<file path="config.mk">
export PLATFORM = sky130hd
export DESIGN_NAME = fp_div_issue
export DESIGN_NICKNAME = d
export VERILOG_FILES = /design/src/rtl/fp_div_issue.sv
export SDC_FILE = /design/constraint.sdc
export NUM_CORES = 1
export LEC_CHECK = 0
export CAP_MARGIN = 20
export CORE_UTILIZATION = 45
export DETAILED_ROUTE_END_ITERATION = 10
export HOLD_SLACK_MARGIN = 0.02
export PLACE_DENSITY_LB_ADDON = 0.15
export SYNTH_ARGS = -nofsm -noshare
export SYNTH_HDL_FRONTEND = slang
export SYNTH_SLANG_ARGS = --single-unit
</file>
<file path="constraint.sdc">
create_clock -name clk -period 6.45 [get_ports clk]
set_clock_uncertainty 0.1 [all_clocks]
set_input_delay 0.9675 -clock clk [delete_from_list [all_inputs] [get_ports clk]]
set_output_delay 0.9675 -clock clk [all_outputs]
set_load 0.1 [all_outputs]
</file>
<file path="src/rtl/fp_div_issue.sv">
// rtl/fp_div_issue.sv - issue/retire controller for the iterative fp32 divider
// Resolves specials and exponent range locally; normal operands go to the divider.
module fp_div_issue #(
    parameter int          TIMEOUT_CYCLES = 64,
    parameter logic [31:0] QNAN           = 32'h7FC00000
) (
    input  logic        clk,
    input  logic        reset_n,
    input  logic        in_valid,
    output logic        in_ready,
    input  logic [31:0] in_a,
    input  logic [31:0] in_b,
    output logic        div_start,
    output logic [31:0] div_a,
    output logic [31:0] div_b,
    input  logic        div_done,
    input  logic [31:0] div_r,
    output logic        out_valid,
    input  logic        out_ready,
    output logic [31:0] out_r,
    output logic [4:0]  out_flags,
    output logic        busy
);
    localparam int             CW       = $clog2(TIMEOUT_CYCLES + 1);
    localparam logic [CW-1:0]  CNT_LAST = CW'(TIMEOUT_CYCLES - 1);

    typedef enum logic [1:0] {IDLE, ISSUE, WAIT, RESP} state_t;

    state_t        state_q;
    logic [CW-1:0] cnt_q;
    logic          div_start_q;
    logic [31:0]   div_a_q;
    logic [31:0]   div_b_q;
    logic          out_valid_q;
    logic [31:0]   out_r_q;
    logic [4:0]    out_flags_q;

    logic               sgn;
    logic               a_nan, a_inf, a_zero, b_nan, b_inf, b_zero;
    logic signed [9:0]  exp_d;
    logic               byp_d;
    logic [31:0]        byp_r_d;
    logic [4:0]         byp_f_d;
    logic [31:0]        post_r_d;
    logic [4:0]         post_f_d;

    // Exponent field 0 covers both zero and denormal, which flush to zero.
    always_comb begin
        sgn    = in_a[31] ^ in_b[31];
        a_nan  = (in_a[30:23] == 8'hFF) && (in_a[22:0] != 23'd0);
        a_inf  = (in_a[30:23] == 8'hFF) && (in_a[22:0] == 23'd0);
        a_zero = (in_a[30:23] == 8'h00);
        b_nan  = (in_b[30:23] == 8'hFF) && (in_b[22:0] != 23'd0);
        b_inf  = (in_b[30:23] == 8'hFF) && (in_b[22:0] == 23'd0);
        b_zero = (in_b[30:23] == 8'h00);
        exp_d  = $signed({2'b00, in_a[30:23]}) - $signed({2'b00, in_b[30:23]}) + 10'sd127;
        byp_d   = 1'b1;
        byp_r_d = QNAN;
        byp_f_d = 5'b00000;
        if (a_nan || b_nan || (a_zero && b_zero) || (a_inf && b_inf)) begin
            byp_r_d = QNAN;
            byp_f_d = 5'b10000;
        end else if (a_inf) begin
            byp_r_d = {sgn, 8'hFF, 23'd0};
        end else if (b_inf) begin
            byp_r_d = {sgn, 31'd0};
        end else if (b_zero) begin
            byp_r_d = {sgn, 8'hFF, 23'd0};
            byp_f_d = 5'b01000;
        end else if (a_zero) begin
            byp_r_d = {sgn, 31'd0};
        end else if (exp_d >= 10'sd256) begin
            byp_r_d = {sgn, 8'hFF, 23'd0};
            byp_f_d = 5'b00100;
        end else if (exp_d <= 10'sd0) begin
            byp_r_d = {sgn, 31'd0};
            byp_f_d = 5'b00010;
        end else begin
            byp_d = 1'b0;
        end
    end

    always_comb begin
        post_r_d = div_r;
        post_f_d = 5'b00000;
        if (div_r[30:23] == 8'hFF) begin
            post_r_d = {div_r[31], 8'hFF, 23'd0};
            post_f_d = 5'b00100;
        end else if (div_r[30:23] == 8'h00) begin
            post_r_d = {div_r[31], 31'd0};
            post_f_d = 5'b00010;
        end
    end

    always_ff @(posedge clk or negedge reset_n) begin
        if (!reset_n) begin
            state_q     <= IDLE;
            cnt_q       <= '0;
            div_start_q <= 1'b0;
            div_a_q     <= 32'd0;
            div_b_q     <= 32'd0;
            out_valid_q <= 1'b0;
            out_r_q     <= 32'd0;
            out_flags_q <= 5'd0;
        end else begin
            div_start_q <= 1'b0;
            case (state_q)
                IDLE: begin
                    if (in_valid) begin
                        div_a_q <= in_a;
                        div_b_q <= in_b;
                        if (byp_d) begin
                            out_r_q     <= byp_r_d;
                            out_flags_q <= byp_f_d;
                            out_valid_q <= 1'b1;
                            state_q     <= RESP;
                        end else begin
                            div_start_q <= 1'b1;
                            state_q     <= ISSUE;
                        end
                    end
                end
                ISSUE: begin
                    cnt_q   <= '0;
                    state_q <= WAIT;
                end
                WAIT: begin
                    // A done arriving on the last counted cycle still wins.
                    if (div_done) begin
                        out_r_q     <= post_r_d;
                        out_flags_q <= post_f_d;
                        out_valid_q <= 1'b1;
                        state_q     <= RESP;
                    end else if (cnt_q == CNT_LAST) begin
                        out_r_q     <= QNAN;
                        out_flags_q <= 5'b10001;
                        out_valid_q <= 1'b1;
                        state_q     <= RESP;
                    end else begin
                        cnt_q <= cnt_q + CW'(1);
                    end
                end
                RESP: begin
                    if (out_ready) begin
                        out_valid_q <= 1'b0;
                        out_r_q     <= 32'd0;
                        out_flags_q <= 5'd0;
                        state_q     <= IDLE;
                    end
                end
                default: state_q <= IDLE;
            endcase
        end
    end

    assign in_ready  = (state_q == IDLE);
    assign busy      = (state_q != IDLE);
    assign div_start = div_start_q;
    assign div_a     = div_a_q;
    assign div_b     = div_b_q;
    assign out_valid = out_valid_q;
    assign out_r     = out_r_q;
    assign out_flags = out_flags_q;
endmodule

</file>
# Word level (Yosys, flattened, before mapping)
# Cells that the tools add are included.
# totals
ff_bits	112
in_bits	101
output_inout_bits	105
word_cells	106
# op_classes
n_addsub	3
order_cmp	2
n_eq_ne	13
muxes	55
bitwise_logic	1
n_reduce_logical	24
# op_table
cell	n
$mux 32	12
$pmux 32 s3	1
$mux 31	2
$logic_not 23->1	2
$reduce_bool 23->1	2
$mux 5	6
$eq 8x8->1 const B	3
$logic_not 8->1	3
$mux 1	15
$pmux 5 s3	1
$mux 2	7
$mux 7	2
$pmux 7 s2	1
$mux 4	3
$add 9x8->10 const B	1
$ge 10x10->1 const B	1
$le 10x1->1 const B	1
$mux 3	3
$sub 8x8->9	1
$ne 2x2->1 const B	4
$pmux 2 s4	1
$add 7x1->7 const B	1
$eq 7x6->1 const B	1
$logic_and 1x1->1	6
13 further kinds	18

# Depth between registers and ports, before layout
# logic_depth
depth_word	13
depth_mapped	12
depth_no_buf	11

# Worst setup path before layout
# No wires, ideal clock.
# synth_timing
path_kind	register to register
startpoint	register state_q[0]
endpoint	register out_flags_q[3] (netlist: out_flags[3])
setup_time_ns	0.110
t_arrival_ns	3.470
required_ns	6.240
path_slack_ns	2.770
path_stages_with_launch	9
path_buffers	1
period_less_slack_ns	3.680
cell_sequence	dfrtp_1 inv_1 ha_1 inv_1 nor4_1 a311o_1 buf_2 nand2_1 o41ai_1
# synth_between
elab_chain_len	3
word_cells_on_any_way	10
classes_between	eq/ne (6); mux (1); reduce/logical (3)
# synth_rtl
item	line	text
start: declaration	29	state_t state_q;
start signal: assignment	97	state_q <= IDLE;
start signal: assignment	116	state_q <= RESP;
start signal: assignment	119	state_q <= ISSUE;
$logic_not 2->1 (*)	--	
named net in_ready	10	output logic in_ready,
$ne 2x1->1 (no source line) (tied with other cells)	--	
$reduce_and 5->1 (no source line)	--	
end signal: assignment	114	out_flags_q <= byp_f_d;
end signal: assignment	131	out_flags_q <= post_f_d;
end: declaration	36	logic [4:0] out_flags_q;
# The timed path passes the listed nets; every way through them passes the cells marked *.
# A chain may end at the register's enable or synchronous reset.

# Final worst setup path
# layout_timing
startpoint	input port in_a[23]
endpoint	register out_r_q[22] (netlist: out_r[22])
# layout_between
elab_chain_len	13
word_cells_on_any_way	32
classes_between	add/sub (2); order compare (2); eq/ne (2); mux (17); reduce/logical (9)
# layout_rtl
item	line	text
start: declaration	11	input logic [31:0] in_a,
$sub 8x8->9	56	exp_d = $signed({2'b00, in_a[30:23]}) - $signed({2'b00, in_b[30:23]}) + 10'sd127;
$add 9x8->10	56	
$le 10x1->1	75	end else if (exp_d <= 10'sd0) begin
$mux 32	75	
$mux 32	72	end else if (exp_d >= 10'sd256) begin
$mux 32	70	end else if (a_zero) begin
$mux 32	67	end else if (b_zero) begin
$mux 32	65	end else if (b_inf) begin
$mux 32	63	end else if (a_inf) begin
$mux 32	60	if (a_nan || b_nan || (a_zero && b_zero) || (a_inf && b_inf)) begin
$mux 32	112	if (byp_d) begin
$mux 32	109	if (in_valid) begin
$pmux 32 s3	107	case (state_q)
end signal: assignment	113	out_r_q <= byp_r_d;
end signal: assignment	130	out_r_q <= post_r_d;
end: declaration	35	logic [31:0] out_r_q;
# Several ways; a longest one is shown, not always the timed one. The select of a mux whose other input is x is not followed.

==> out/summary.txt <==
status - completed
Syn Std Cell Area - 0.00524 mm²
final setup fails - 0
Critical Path RT - 6.63 ns
Hold WS - 0.371 ns
Ant. Diodes - 0
drt total wl - 14500 µm
grt ovf - 0
total die area - 0.0121 mm²
Distinct cells, synth - 52
HP Start - out_r[14]
PortBufs - 205
Post-CTS Hold Buffers - 0
TritonCTS clock tree - done
synthesized flop and latch total - 112
CTS sink cnt - 112
Final Wtd Congestion - 0.821
ys async rst share - 1.00
first-pass GRT wire length - 22200 µm
Core Box Area - 0.0114 mm²
post-cts resize count - 0
commonest cells after routing, fill and taps aside - clkdlybuf4s50_1, dfrtp_1, nand2_1, mux2_2, o21ai_0
RSZ-0062 raised after global routing - no
Vert. Die Dim - 110 µm
Syn. warnings - 0
prevailing post-synth register cell - dfrtp_1
Reg clk slew, reported paths - 0.08 ns
Die W - 110 µm
Syn Nets - 600
Top Ports - 206
Area Growth Syn to Fin - 47.4%
number of global-route vias before repair - 4473
Via density - 5.40
share of layout cells above drive strength 1 - 0.132
Reg2Reg Launch Point - state_q[0]
fin area - 0.00772 mm²
number of max-cap violations - 0
initial antenna violation count - 0
post-route ant nets - 0
fin. max-slew vios - 0
sequential area share after synthesis - 0.535
CP endpoint kind - register
utilization after layout - 0.679
syn_area_per_cell - 10.8 µm²
Min-Delay Path Class - register to register
DR pass1 iterations - 4
Initial Util - 0.460
initial drt markers - 192
Final TNS setup - 0 ns
HPWL after DPL - 11000 µm
post-layout min period - 4.61 ns
endpoints failing hold - 0
Clock Latency Late Sink - 0.35 ns
row count - 39
Crit path arrival time - 4.79 ns
GRT Total Usage - 0.244
Synth Instances - 485
FMAX - 217 MHz
largest net degree at the start of global routing - 75
Critical Path Source - in_a[23]
Worst-Margin Slew - 1.03 ns
nets - 802
drt wl/cell - 17.4 µm
Post-synth EDFFs - 0
H-tree lvl count - 3
CTS Buf Count - 9
clock root cell - clkbuf_16
vias - 4512
fin crit share - 0.716
commonest non-fill, non-tap cell in the layout - clkdlybuf4s50_1
number of remaining DRC errors - 0
type of origin of the critical path - input port
post-placement cell area - 0.00740 mm²
setup bufs post-CTS - 0
CTS max path bufs - 2
Setup CP Type - input port to register
relative slew slack - 0.314
CP Max Fanout - 22
[registers in the layout, summed over array words and instances, names as in the netlist]
signal and flops:
div_a 32, cnt_q 7, out_r 32, out_valid 1, div_start 1, div_b 32, out_flags 5, state_q 2
[layout make-up]
type                            instances  area [µm²]
Timing Repair Buffer                  210        2090
Sequential cell                       112        2800
Fill cell                             905        3650
Multi-Input combinational cell        335        2260
Inverter                               19        71.3
Clock buffer                           10         239
Clock inverter                          6        76.3
Tap cell                              143         179
[worst paths after layout]
kind / end / slack (ns) / depth (start not counted)
min in group asynchronous: cnt_q[3] / 0.48 / 1
worst min register to register: out_r[14] / 0.37 / 2
worst max register to register: out_r[22] / 3.44 / 9
worst max-delay path: out_r[22] / 1.84 / 13
worst min-delay path: out_r[14] / 0.37 / 2
max in group asynchronous: div_b[18] / 4.45 / 2
[layer usage]
layer | part of all wire | global-route usage | vias to the layer above
li1 | - | - | 2135
met3 | 0.087 | 0.0777 | 22
met4 | 0.021 | 0.106 | 0
met2 | 0.48 | 0.395 | 182
met1 | 0.41 | 0.300 | 2173
met5 | 0 | 0 | -
[metrics by stage]
step                setup WS [ns]  cells
finish                       1.84    835
global route                 1.55    835
CTS                          1.89    835
detailed placement           1.53    819
global placement             1.67    819
floorplan                    2.77    485
[critical path: stages]
cell and delay, ns:
clkdlybuf4s50_1 0.51, inv_1 0.08, ha_1 0.23, fa_1 0.40
nand2b_2 0.21, a211oi_2 0.29, nor4_1 0.08, o21bai_1 0.33
o211ai_2 0.25, a311oi_4 0.82, buf_4 0.39, nor2_1 0.07
a41oi_1 0.15
[synth_stat cells (all sizes together), types with 2 or more instances]
| cell | number | area (µm²) |
|---|---|---|
| o2111ai | 2 | 23.8 |
| clkbuf | 11 | 41.3 |
| a21o | 3 | 31.3 |
| nand3 | 26 | 130 |
| o311a | 2 | 20.0 |
| nor3 | 4 | 20.0 |
| o211ai | 2 | 20.0 |
| nand2b | 3 | 21.3 |
| o21ai | 32 | 160 |
| mux2 | 55 | 619 |
| nor4 | 18 | 113 |
| xor2 | 5 | 43.8 |
| nor2 | 26 | 100 |
| nor2b | 4 | 25.0 |
| nor3b | 2 | 15.0 |
| a311o | 3 | 30.0 |
| nand4 | 12 | 75.1 |
| xnor2 | 2 | 17.5 |
| nand2 | 80 | 300 |
| buf | 8 | 65.1 |
| a21oi | 9 | 45.0 |
| inv | 19 | 71.3 |
| or2 | 2 | 12.5 |
| dfrtp | 112 | 2800 |
| a31oi | 12 | 75.1 |
| ha | 13 | 163 |
[cell families (layout without fill, tap and decap cells)]
| logic type | count (synthesis) | after routing | synth area share |
|---|---|---|---|
| buf+inv | 38 | 245 | 0.0339 |
| flops | 112 | 112 | 0.535 |
| xor+xnor | 7 | 7 | 0.0117 |
| fa+ha+maj | 14 | 14 | 0.0349 |
| simple gates | 180 | 180 | 0.160 |
| compound gates | 78 | 78 | 0.104 |
| mux | 56 | 56 | 0.120 |
Power is left out: the tool's default activity adds up to more than one toggle a clock period on the data nets, which glitch-free logic cannot reach.
